`src/rtl/nist_pkg.sv`:
```
// Shared types and default sizing for the NIST test sequencer.
package nist_pkg;
    localparam int NTESTS_DEF     = 4;
    localparam int N_BITS_DEF     = 16384;
    localparam int CLR_CYCLES_DEF = 2;

    typedef enum logic [2:0] {
        S_IDLE   = 3'd0,
        S_SELECT = 3'd1,
        S_CLEAR  = 3'd2,
        S_RUN    = 3'd3,
        S_DONE   = 3'd4
    } state_t;
endpackage

```
`src/rtl/next_test_sel.sv`:
```
// Picks the lowest-index set bit of the pending-test mask.
module next_test_sel #(
    parameter int N  = 4,
    parameter int IW = 2
) (
    input  logic [N-1:0]  mask_i,
    output logic [IW-1:0] idx_o,
    output logic          any_o
);
    // Scan downward so the lowest set bit is the last one written.
    always_comb begin
        idx_o = '0;
        any_o = 1'b0;
        for (int i = N - 1; i >= 0; i--) begin
            if (mask_i[i]) begin
                idx_o = IW'(i);
                any_o = 1'b1;
            end
        end
    end
endmodule

```
`src/rtl/nist_counter.sv`:
```
// Up-counter with synchronous clear that saturates at MAX instead of wrapping.
module nist_counter #(
    parameter int W   = 4,
    parameter int MAX = 15
) (
    input  logic         clk,
    input  logic         rstn,
    input  logic         clr_i,
    input  logic         en_i,
    output logic [W-1:0] cnt_o
);
    logic [W-1:0] cnt_q;

    always_ff @(posedge clk or negedge rstn) begin
        if (!rstn)                          cnt_q <= '0;
        else if (clr_i)                     cnt_q <= '0;
        else if (en_i && cnt_q != W'(MAX))  cnt_q <= cnt_q + 1'b1;
    end

    assign cnt_o = cnt_q;
endmodule

```
`src/rtl/nist_test_sequencer.sv`:
```
// Runs each enabled NIST test engine in turn: reset hold, then N_BITS random bits.
module nist_test_sequencer
    import nist_pkg::*;
#(
    parameter int N_BITS     = N_BITS_DEF,
    parameter int CLR_CYCLES = CLR_CYCLES_DEF,
    parameter int NTESTS     = NTESTS_DEF
) (
    input  logic              clk,
    input  logic              rstn,
    input  logic              start,
    input  logic              abort,
    input  logic [NTESTS-1:0] test_en,
    input  logic              rnd_in,
    input  logic [NTESTS-1:0] err_in,
    output logic              rnd_out,
    output logic [NTESTS-1:0] test_rstn,
    output logic [1:0]        cur_test,
    output logic              busy,
    output logic              done,
    output logic              pass,
    output logic [NTESTS-1:0] fail_map
);
    localparam int IW = 2;
    localparam int BW = $clog2(N_BITS + 1);
    localparam int CW = $clog2(CLR_CYCLES + 1);
    localparam logic [BW-1:0] BIT_LAST = BW'(N_BITS - 1);
    localparam logic [CW-1:0] CLR_LAST = CW'(CLR_CYCLES - 1);

    state_t            state_q;
    logic [NTESTS-1:0] pend_q, fail_q, trst_q;
    logic [IW-1:0]     cur_q, sel_idx;
    logic              busy_q, done_q, pass_q, sel_any;
    logic [BW-1:0]     bit_cnt;
    logic [CW-1:0]     clr_cnt;

    next_test_sel #(.N(NTESTS), .IW(IW)) u_sel (
        .mask_i (pend_q),
        .idx_o  (sel_idx),
        .any_o  (sel_any)
    );

    // Each counter is held clear in the state preceding the one it times.
    nist_counter #(.W(CW), .MAX(CLR_CYCLES)) u_clr_cnt (
        .clk   (clk),
        .rstn  (rstn),
        .clr_i (state_q == S_SELECT),
        .en_i  (state_q == S_CLEAR),
        .cnt_o (clr_cnt)
    );

    nist_counter #(.W(BW), .MAX(N_BITS)) u_bit_cnt (
        .clk   (clk),
        .rstn  (rstn),
        .clr_i (state_q == S_CLEAR),
        .en_i  (state_q == S_RUN),
        .cnt_o (bit_cnt)
    );

    always_ff @(posedge clk or negedge rstn) begin
        if (!rstn) begin
            state_q <= S_IDLE;
            pend_q  <= '0;
            fail_q  <= '0;
            trst_q  <= '0;
            cur_q   <= '0;
            busy_q  <= 1'b0;
            done_q  <= 1'b0;
            pass_q  <= 1'b0;
        end else begin
            done_q <= 1'b0;
            if (state_q != S_IDLE && abort) begin
                state_q <= S_IDLE;
                trst_q  <= '0;
                busy_q  <= 1'b0;
                pass_q  <= 1'b0;
            end else begin
                case (state_q)
                    S_IDLE: if (start) begin
                        pend_q  <= test_en;
                        fail_q  <= '0;
                        pass_q  <= 1'b0;
                        busy_q  <= 1'b1;
                        state_q <= S_SELECT;
                    end
                    S_SELECT: if (sel_any) begin
                        cur_q           <= sel_idx;
                        pend_q[sel_idx] <= 1'b0;
                        state_q         <= S_CLEAR;
                    end else begin
                        done_q  <= 1'b1;
                        pass_q  <= ~|fail_q;
                        state_q <= S_DONE;
                    end
                    S_CLEAR: if (clr_cnt == CLR_LAST) begin
                        trst_q  <= {{(NTESTS-1){1'b0}}, 1'b1} << cur_q;
                        state_q <= S_RUN;
                    end
                    S_RUN: begin
                        if (err_in[cur_q]) fail_q[cur_q] <= 1'b1;
                        if (bit_cnt == BIT_LAST) begin
                            trst_q  <= '0;
                            state_q <= S_SELECT;
                        end
                    end
                    S_DONE: begin
                        busy_q  <= 1'b0;
                        state_q <= S_IDLE;
                    end
                    default: state_q <= S_IDLE;
                endcase
            end
        end
    end

    assign rnd_out   = rnd_in & (state_q == S_RUN);
    assign test_rstn = trst_q;
    assign cur_test  = cur_q;
    assign busy      = busy_q;
    assign done      = done_q;
    assign pass      = pass_q;
    assign fail_map  = fail_q;
endmodule
```
`config.mk`:
```
export PLATFORM = sky130hd
export DESIGN_NAME = nist_test_sequencer
export DESIGN_NICKNAME = d
export VERILOG_FILES = /design/src/rtl/nist_pkg.sv /design/src/rtl/next_test_sel.sv /design/src/rtl/nist_counter.sv /design/src/rtl/nist_test_sequencer.sv
export SDC_FILE = /design/constraint.sdc
export NUM_CORES = 1
export LEC_CHECK = 0
export ABC_AREA = 1
export BUFFER_PORTS_ARGS = -buffer_cell sky130_fd_sc_hd__clkbuf_2
export CORE_MARGIN = 1
export CORE_UTILIZATION = 50
export DETAILED_ROUTE_END_ITERATION = 12
export GPL_TIMING_DRIVEN = 0
export HOLD_SLACK_MARGIN = 0.06
export PLACE_DENSITY = 0.7
export SYNTH_ARGS = -nofsm -noshare
export SYNTH_HDL_FRONTEND = slang
export SYNTH_SLANG_ARGS = --single-unit
```
`constraint.sdc`:
```
create_clock -name clk -period 3.5 [get_ports clk]
set_input_delay 0.35 -clock clk [delete_from_list [all_inputs] [get_ports clk]]
set_output_delay 0.35 -clock clk [all_outputs]
set_load 0.01 [all_outputs]
```
==> impl_metrics.toml, run 1 <==
[final_layout]
seqCellArea_sq_um = 926
area_growth_pct = 14.0
nFillCells = 399
drive_gt1_share_pct = 16.1
nets = 369
num_antenna_cells = 0
multiInputGateArea_sq_mm = 0.00117
fin_util_pct = 61.6

[critical_path]
cp.required_ps = 3150
critPathArrivalTime_ps = 1400
path_max_fanout = 7
r2r_slack_ps = 1830
path_class = "flop to output port"
end_kind = "output port"
start_kind = "flop"

[routing]
detail_route.drc_violations = 0
wirelength_um = 4970
wl_per_cell_um = 12.3
first_pass_iters = 4
vias_per_cell = 5.28
vias = 2126
first_iter_violations = 226
antenna_left = 0

[synthesis]
synth_area_leaders = "dfrtp_1 41%, nand2_1 18%, nor2_1 7.5%"
ys_types = 27
synthesis.area_sq_mm = 0.00224
synth_enable_flop_cells = 0
syn_nets = 336
syn_area_per_cell_sq_um = 7.02
syn_inst = 319
yosysWarnings = 0
ys.flop_type = "dfrtp_1"
synth-seq-cells = 37
yosysSeqAreaShare_pct = 41.4
yosysTopAreaCell = "dfrtp_1"
synthArstFlopShare_pct = 100
synth_top_area_share_pct = 41.4

[global_routing]
grt-busiest-layer = "met1"
met3_usage_pct = 4.28
met1_usage_pct = 35.0
antenna_found_initial = 0
use_met2_pct = 34.6
grt_pass1_wl_um = 8380
grt_usage_pct = 23.9
grt_start_max_net_pins = 38
gr-total-overflow = 0
grt_pass1_vias = 1826

[sta]
hold_violations = 0
fmax_mhz = 570
rsz0062_at_grt = "no"
setup_tns_ps = 0
finalCriticalPeriod_ps = 1750
tightest_slew_ps = 943
fin_crit_sh_pct = 50.1
slew-limit-headroom_pct = 37.1
finClkSkew_ps = 7.87
drv_slew = 0
setup_violations = 0

[die]
fp.dieW_um = 68.9
initial_utilization_pct = 54.0
die_y_um = 68.9
rows = 23
core_sq_mm = 0.00414
ios = 27
dieArea_sq_mm = 0.00475

[place]
portBuffers = 26
gp_congestion = 0.870
hpwl_um = 3680

[clocking]
clock_latency_ps = 300
clkTransAtPathRegs_ps = 80
clock-sinks = 37
cts_tree = "built"
cts_buffer_depth = 2
cts_buffers = 5
post_cts_buffers = 0
htreeDepth = 2
cts_resized = 0
ctsHoldBuffers = 0
root_buffer = "clkbuf_8"

[min_path]
hold_path_class = "primary input to asynchronous set/reset pin"

[job]
drv_cap = 0

[pwr]
ir_drop_v = 0.000456
p_sw_w = 0.000867
swShare_pct = 44.4
pwr-share-clk_pct = 20.1
leakagePower_nw = 1.29
intPower_w = 0.00108
p_seq_share_pct = 34.0
combinationalPowerShare_pct = 45.8
power_density_mw_per_mm2 = 765

[run_status]
outcome = "finished, final reports clean"
## cells in the mapped netlist, types with 2 or more instances
| cell type | n |
|---|---|
| nand3b_1 | 2 |
| o21ai_1 | 10 |
| nand2_1 | 108 |
| a21oi_1 | 7 |
| nand3_1 | 24 |
| nor2_1 | 45 |
| o21ai_0 | 12 |
| nand4_1 | 10 |
| buf_6 | 2 |
| o31ai_1 | 2 |
| nor2_2 | 4 |
| dfrtp_1 | 37 |
| xor2_1 | 3 |
| o21bai_1 | 3 |
| inv_1 | 26 |
| ha_1 | 4 |
| inv_2 | 5 |
| nand2_2 | 4 |
| or2_2 | 3 |
## metal layers
| layer | vias up | share of wire, % |
|---|---|---|
| li1 | 1095 | - |
| met2 | 50 | 43 |
| met3 | 6 | 5.1 |
| met5 | - | 0 |
| met4 | 0 | 0.99 |
| met1 | 975 | 51 |
## critical path, stage by stage (launching register included)
cell and delay [ps]:
dfrtp_1 390, inv_2 90, nand2_2 110, nor2_2 190
inv_2 100, nor2_1 90, clkbuf_2 130
## sequential cells by signal, indices dropped and copies added, names as in the netlist
name and count:
busy 1, cur_test 2, done 1, fail_map 4
pass 1, pend_q 4, state_q 3, test_rstn 4
u_bit_cnt.cnt_o 15, u_clr_cnt.cnt_o 2
## through the flow
step | hold slack [ps] | worst slack (ps) | total power (W) | area, sq um | std cells
floorplan | 54.4 | 2080 | 0.00132 | 2240 | 319
global placement | 455 | 1860 | 0.00154 | 2430 | 395
detailed placement | 460 | 1850 | 0.00156 | 2430 | 395
CTS | 205 | 1730 | 0.00196 | 2550 | 403
global route | 250 | 1610 | 0.00214 | 2550 | 403
finish | 190 | 1750 | 0.00195 | 2550 | 403
## cells by family after synthesis
| logic type | count (synthesis) | share of synthesized area [%] |
|---|---|---|
| flops | 37 | 41.4 |
| fa+ha+maj | 4 | 2.24 |
| compound gates | 37 | 9.50 |
| buf+inv | 34 | 6.43 |
| xor+xnor | 3 | 1.17 |
| simple gates | 204 | 39.3 |
## final cells by class
cell class                 instances  share of cell area [%]
inverter                          31                    4.56
clock inverter                     2                    1.47
buffer                             3                    1.08
sequential                        37                    36.3
tap                               50                    2.45
multi-input combinational        248                    45.8
clock buffer                       6                    3.24
timing repair buffer              26                    5.10
## layout by cell type, fill, tap and decap left out
cell type	instances
o21ai_1	10
o31ai_1	2
nand3_2	1
nor2_2	4
a21oi_4	1
nand3b_1	2
nor2_4	1
nand3_1	24
buf_6	2
clkinvlp_4	1
o21bai_1	3
clkbuf_8	6
buf_2	1
inv_2	5
dfrtp_1	37
nand2_1	108
nand2_2	4
nand4_1	10
o21a_1	1
xor2_1	3
a31oi_1	1
a21oi_1	7
o21ai_0	12
nor4_1	1
clkbuf_2	26
ha_1	4
bufinv_16	1
inv_1	26
or2_2	3
nand2_4	1
nor2_1	45
## final timing paths
kind | from | end | cells after the start
setup / recovery | state_q[2] | rnd_out | 6
hold / removal | rstn | u_bit_cnt.cnt_o[11] | 1
setup reg to reg | u_bit_cnt.cnt_o[0] | test_rstn[1] | 8
hold reg to reg | test_rstn[0] | test_rstn[0] | 2
max in group asynchronous | rstn | u_clr_cnt.cnt_o[1] | 1
min in group clk | test_en[0] | pend_q[0] | 3
## power groups by stage
stage / registers, W / clock network (W) / logic [W]
floorplan: 0.000672 / 0 / 0.000644
global placement: 0.000666 / 0 / 0.000870
detailed placement: 0.000671 / 0 / 0.000887
CTS: 0.000663 / 0.000402 / 0.000896
global route: 0.000688 / 0.000413 / 0.00104
finish: 0.000664 / 0.000393 / 0.000894
Note: power is estimated with default switching activity, not from simulation.
==> inputs of run 2 (changes only) <==
--- a/config.mk
+++ b/config.mk
@@ -5,14 +5,14 @@
 export SDC_FILE = /design/constraint.sdc
 export NUM_CORES = 1
 export LEC_CHECK = 0
-export ABC_AREA = 1
+export ABC_AREA = 0
 export BUFFER_PORTS_ARGS = -buffer_cell sky130_fd_sc_hd__clkbuf_2
 export CORE_MARGIN = 1
 export CORE_UTILIZATION = 50
 export DETAILED_ROUTE_END_ITERATION = 12
 export GPL_TIMING_DRIVEN = 0
 export HOLD_SLACK_MARGIN = 0.06
-export PLACE_DENSITY = 0.7
+export PLACE_DENSITY = 0.74
 export SYNTH_ARGS = -nofsm -noshare
 export SYNTH_HDL_FRONTEND = slang
 export SYNTH_SLANG_ARGS = --single-unit
==> constraint.sdc (replaced) <==
create_clock -name clk -period 1.6 [get_ports clk]
set_input_delay 0.16 -clock clk [delete_from_list [all_inputs] [get_ports clk]]
set_output_delay 0.16 -clock clk [all_outputs]
set_load 0.01 [all_outputs]
==> impl_metrics.toml, run 2 <==
[sta]
worst_slack_ps = -73.3
fmax_mhz = 598
setup_tns_ps = -186
finalCriticalPeriod_ps = 1670
slew-limit-headroom_pct = 38.3
finClkSkew_ps = 9.83
rsz0062_at_grt = "yes"
tightest_slew_ps = 925
hold_violations = 0
fin_crit_sh_pct = 105
setup_violations = 4
drv_slew = 0

[die]
dieArea_sq_mm = 0.00415
fp.dieW_um = 64.4
ios = 27
initial_utilization_pct = 52.8
core_sq_mm = 0.00369
rows = 22
die_y_um = 64.4

[routing]
wl_met3_um = 169
wl_met1_um = 2160
wirelength_um = 4730
first_pass_iters = 4
vias_per_cell = 5.78
detail_route.drc_violations = 0
wl_per_cell_um = 15.8
met2_length_um = 2290
antenna_left = 0
vias = 1733
first_iter_violations = 112
routed.top_layer = "met4"

[clocking]
clkTransAtPathRegs_ps = 90
clock-sinks = 37
clock_latency_ps = 300
root_buffer = "clkbuf_8"
cts_buffer_depth = 2
cts_buffers = 5
htreeDepth = 2
cts_tree = "built"

[final_layout]
multiInputGateArea_sq_mm = 0.00109
largest_reg_flops = 15
num_antenna_cells = 0
seqCellArea_sq_um = 933
nets = 268
layout_commonest_cell = "dfrtp_1"
nFillCells = 296
final_cell_mix = "31 x dfrtp_1, 29 x clkbuf_2, 20 x nand2_1"
area_growth_pct = 32.3
drive_gt1_share_pct = 37.7

[place]
portBuffers = 26
gp_congestion = 0.775
hpwl_um = 2810
pre_cts_ws_ps = -288

[critical_path]
end_kind = "flop"
critPathArrivalTime_ps = 1870
cp.required_ps = 1800
path_class = "flop to flop"
path_max_fanout = 4
start_kind = "flop"

[synthesis]
yosysTopAreaCell = "dfrtp_1"
syn_area_per_cell_sq_um = 9.75
synth_enable_flop_cells = 0
yosysSeqAreaShare_pct = 47.5
ys_types = 45
synth_top_area_share_pct = 47.5
synthArstFlopShare_pct = 100
synthesis.area_sq_mm = 0.00195
synth-seq-cells = 37
yosysMostFrequentCell = "dfrtp_1"
ys.flop_type = "dfrtp_1"
yosysWarnings = 0
synth_common_cells = "37 x dfrtp_1, 21 x nand2_1, 16 x nor2_1"
synth_area_leaders = "dfrtp_1 47%, nand2_1 4.0%, nor2b_1 3.2%"
syn_inst = 200
syn_nets = 217

[pwr]
leakagePower_nw = 1.25
ir_drop_v = 0.000955
p_total_w = 0.00360
power_density_mw_per_mm2 = 1390

[global_routing]
antenna_found_initial = 0
grt_pass1_wl_um = 7360
grt_pass1_vias = 1544
gr-total-overflow = 0
grt_usage_pct = 23.5
grt_start_max_net_pins = 38

[min_path]
hold_path_class = "primary input to flop"

[run_status]
outcome = "complete, but fails checks"
violations = "negative setup slack"

[job]
drv_cap = 0
-- run 2: final cells by class --
cell class / instances / share of cell area [%]
buffer: 8 / 2.33
clock buffer: 5 / 2.67
clock inverter: 3 / 1.80
inverter: 9 / 1.31
multi-input combinational: 144 / 42.1
sequential: 37 / 36.2
tap: 48 / 2.33
timing repair buffer: 46 / 11.3
-- run 2: worst max-delay path, cell delays in order (launching register included) --
cell and delay [ps]:
dfrtp_1 390, or4_4 570, a221o_1 380, a22o_1 240
-- run 2: path summary, 6_finish.rpt --
path | start | end | slack (ps) | cells past startpoint
worst max-delay path | pend_q[2] | pass | -70 | 3
worst min-delay path | test_en[1] | pend_q[1] | 60 | 3
worst max register to register | pend_q[2] | pass | -70 | 3
worst min register to register | fail_map[3] | fail_map[3] | 500 | 2
max in group asynchronous | rstn | u_bit_cnt.cnt_o[0] | 440 | 2
min in group asynchronous | rstn | u_bit_cnt.cnt_o[7] | 520 | 2
-- run 2: where the power goes --
part | leakage [nW] | switching, W | total (W) | internal, W
clock network | 0.0543 | 0.000373 | 0.000840 | 0.000467
registers | 0.491 | 0.000189 | 0.00130 | 0.00111
logic | 0.701 | 0.000733 | 0.00146 | 0.000722
total | 1.25 | 0.00129 | 0.00360 | 0.00230
-- run 2: stage by stage --
step / util, % / hold slack (ps) / area, sq um / std cells
after floorplan: - / -136 / 1950 / 200
after global placement: 58.0 / 333 / 2140 / 274
after detailed placement: 58.0 / 340 / 2140 / 274
after CTS: 64.9 / 60.6 / 2390 / 293
after global routing: 69.9 / 80.5 / 2580 / 300
final: 69.9 / 58.9 / 2580 / 300
-- run 2: timing repair --
item	in CTS	in global routing
endpoints found under the setup margin	17	20
endpoints found under the hold margin	37	0
setup buffers	11	8
gates resized for setup	14	41
pin swaps	11	15
hold buffers	1	0
-- run 2: layer usage --
layer | up-vias | global-route usage [%]
li1 | 833 | -
met5 | - | 0
met2 | 49 | 35.3
met4 | 0 | 10.8
met3 | 11 | 4.23
met1 | 840 | 33.1
-- run 2: logic make-up (layout without fill, tap and decap cells) --
logic type | count (synthesis) | in the layout | synth area share [%]
DFF | 37 | 37 | 47.5
muxes | 5 | 5 | 2.63
AOI/OAI and AO/OA | 43 | 43 | 15.3
buffers and inverters | 19 | 71 | 4.30
adders and majority gates | 4 | 4 | 2.57
xor gates and xnor gates | 5 | 5 | 2.25
and+or+nand+nor | 87 | 87 | 25.4
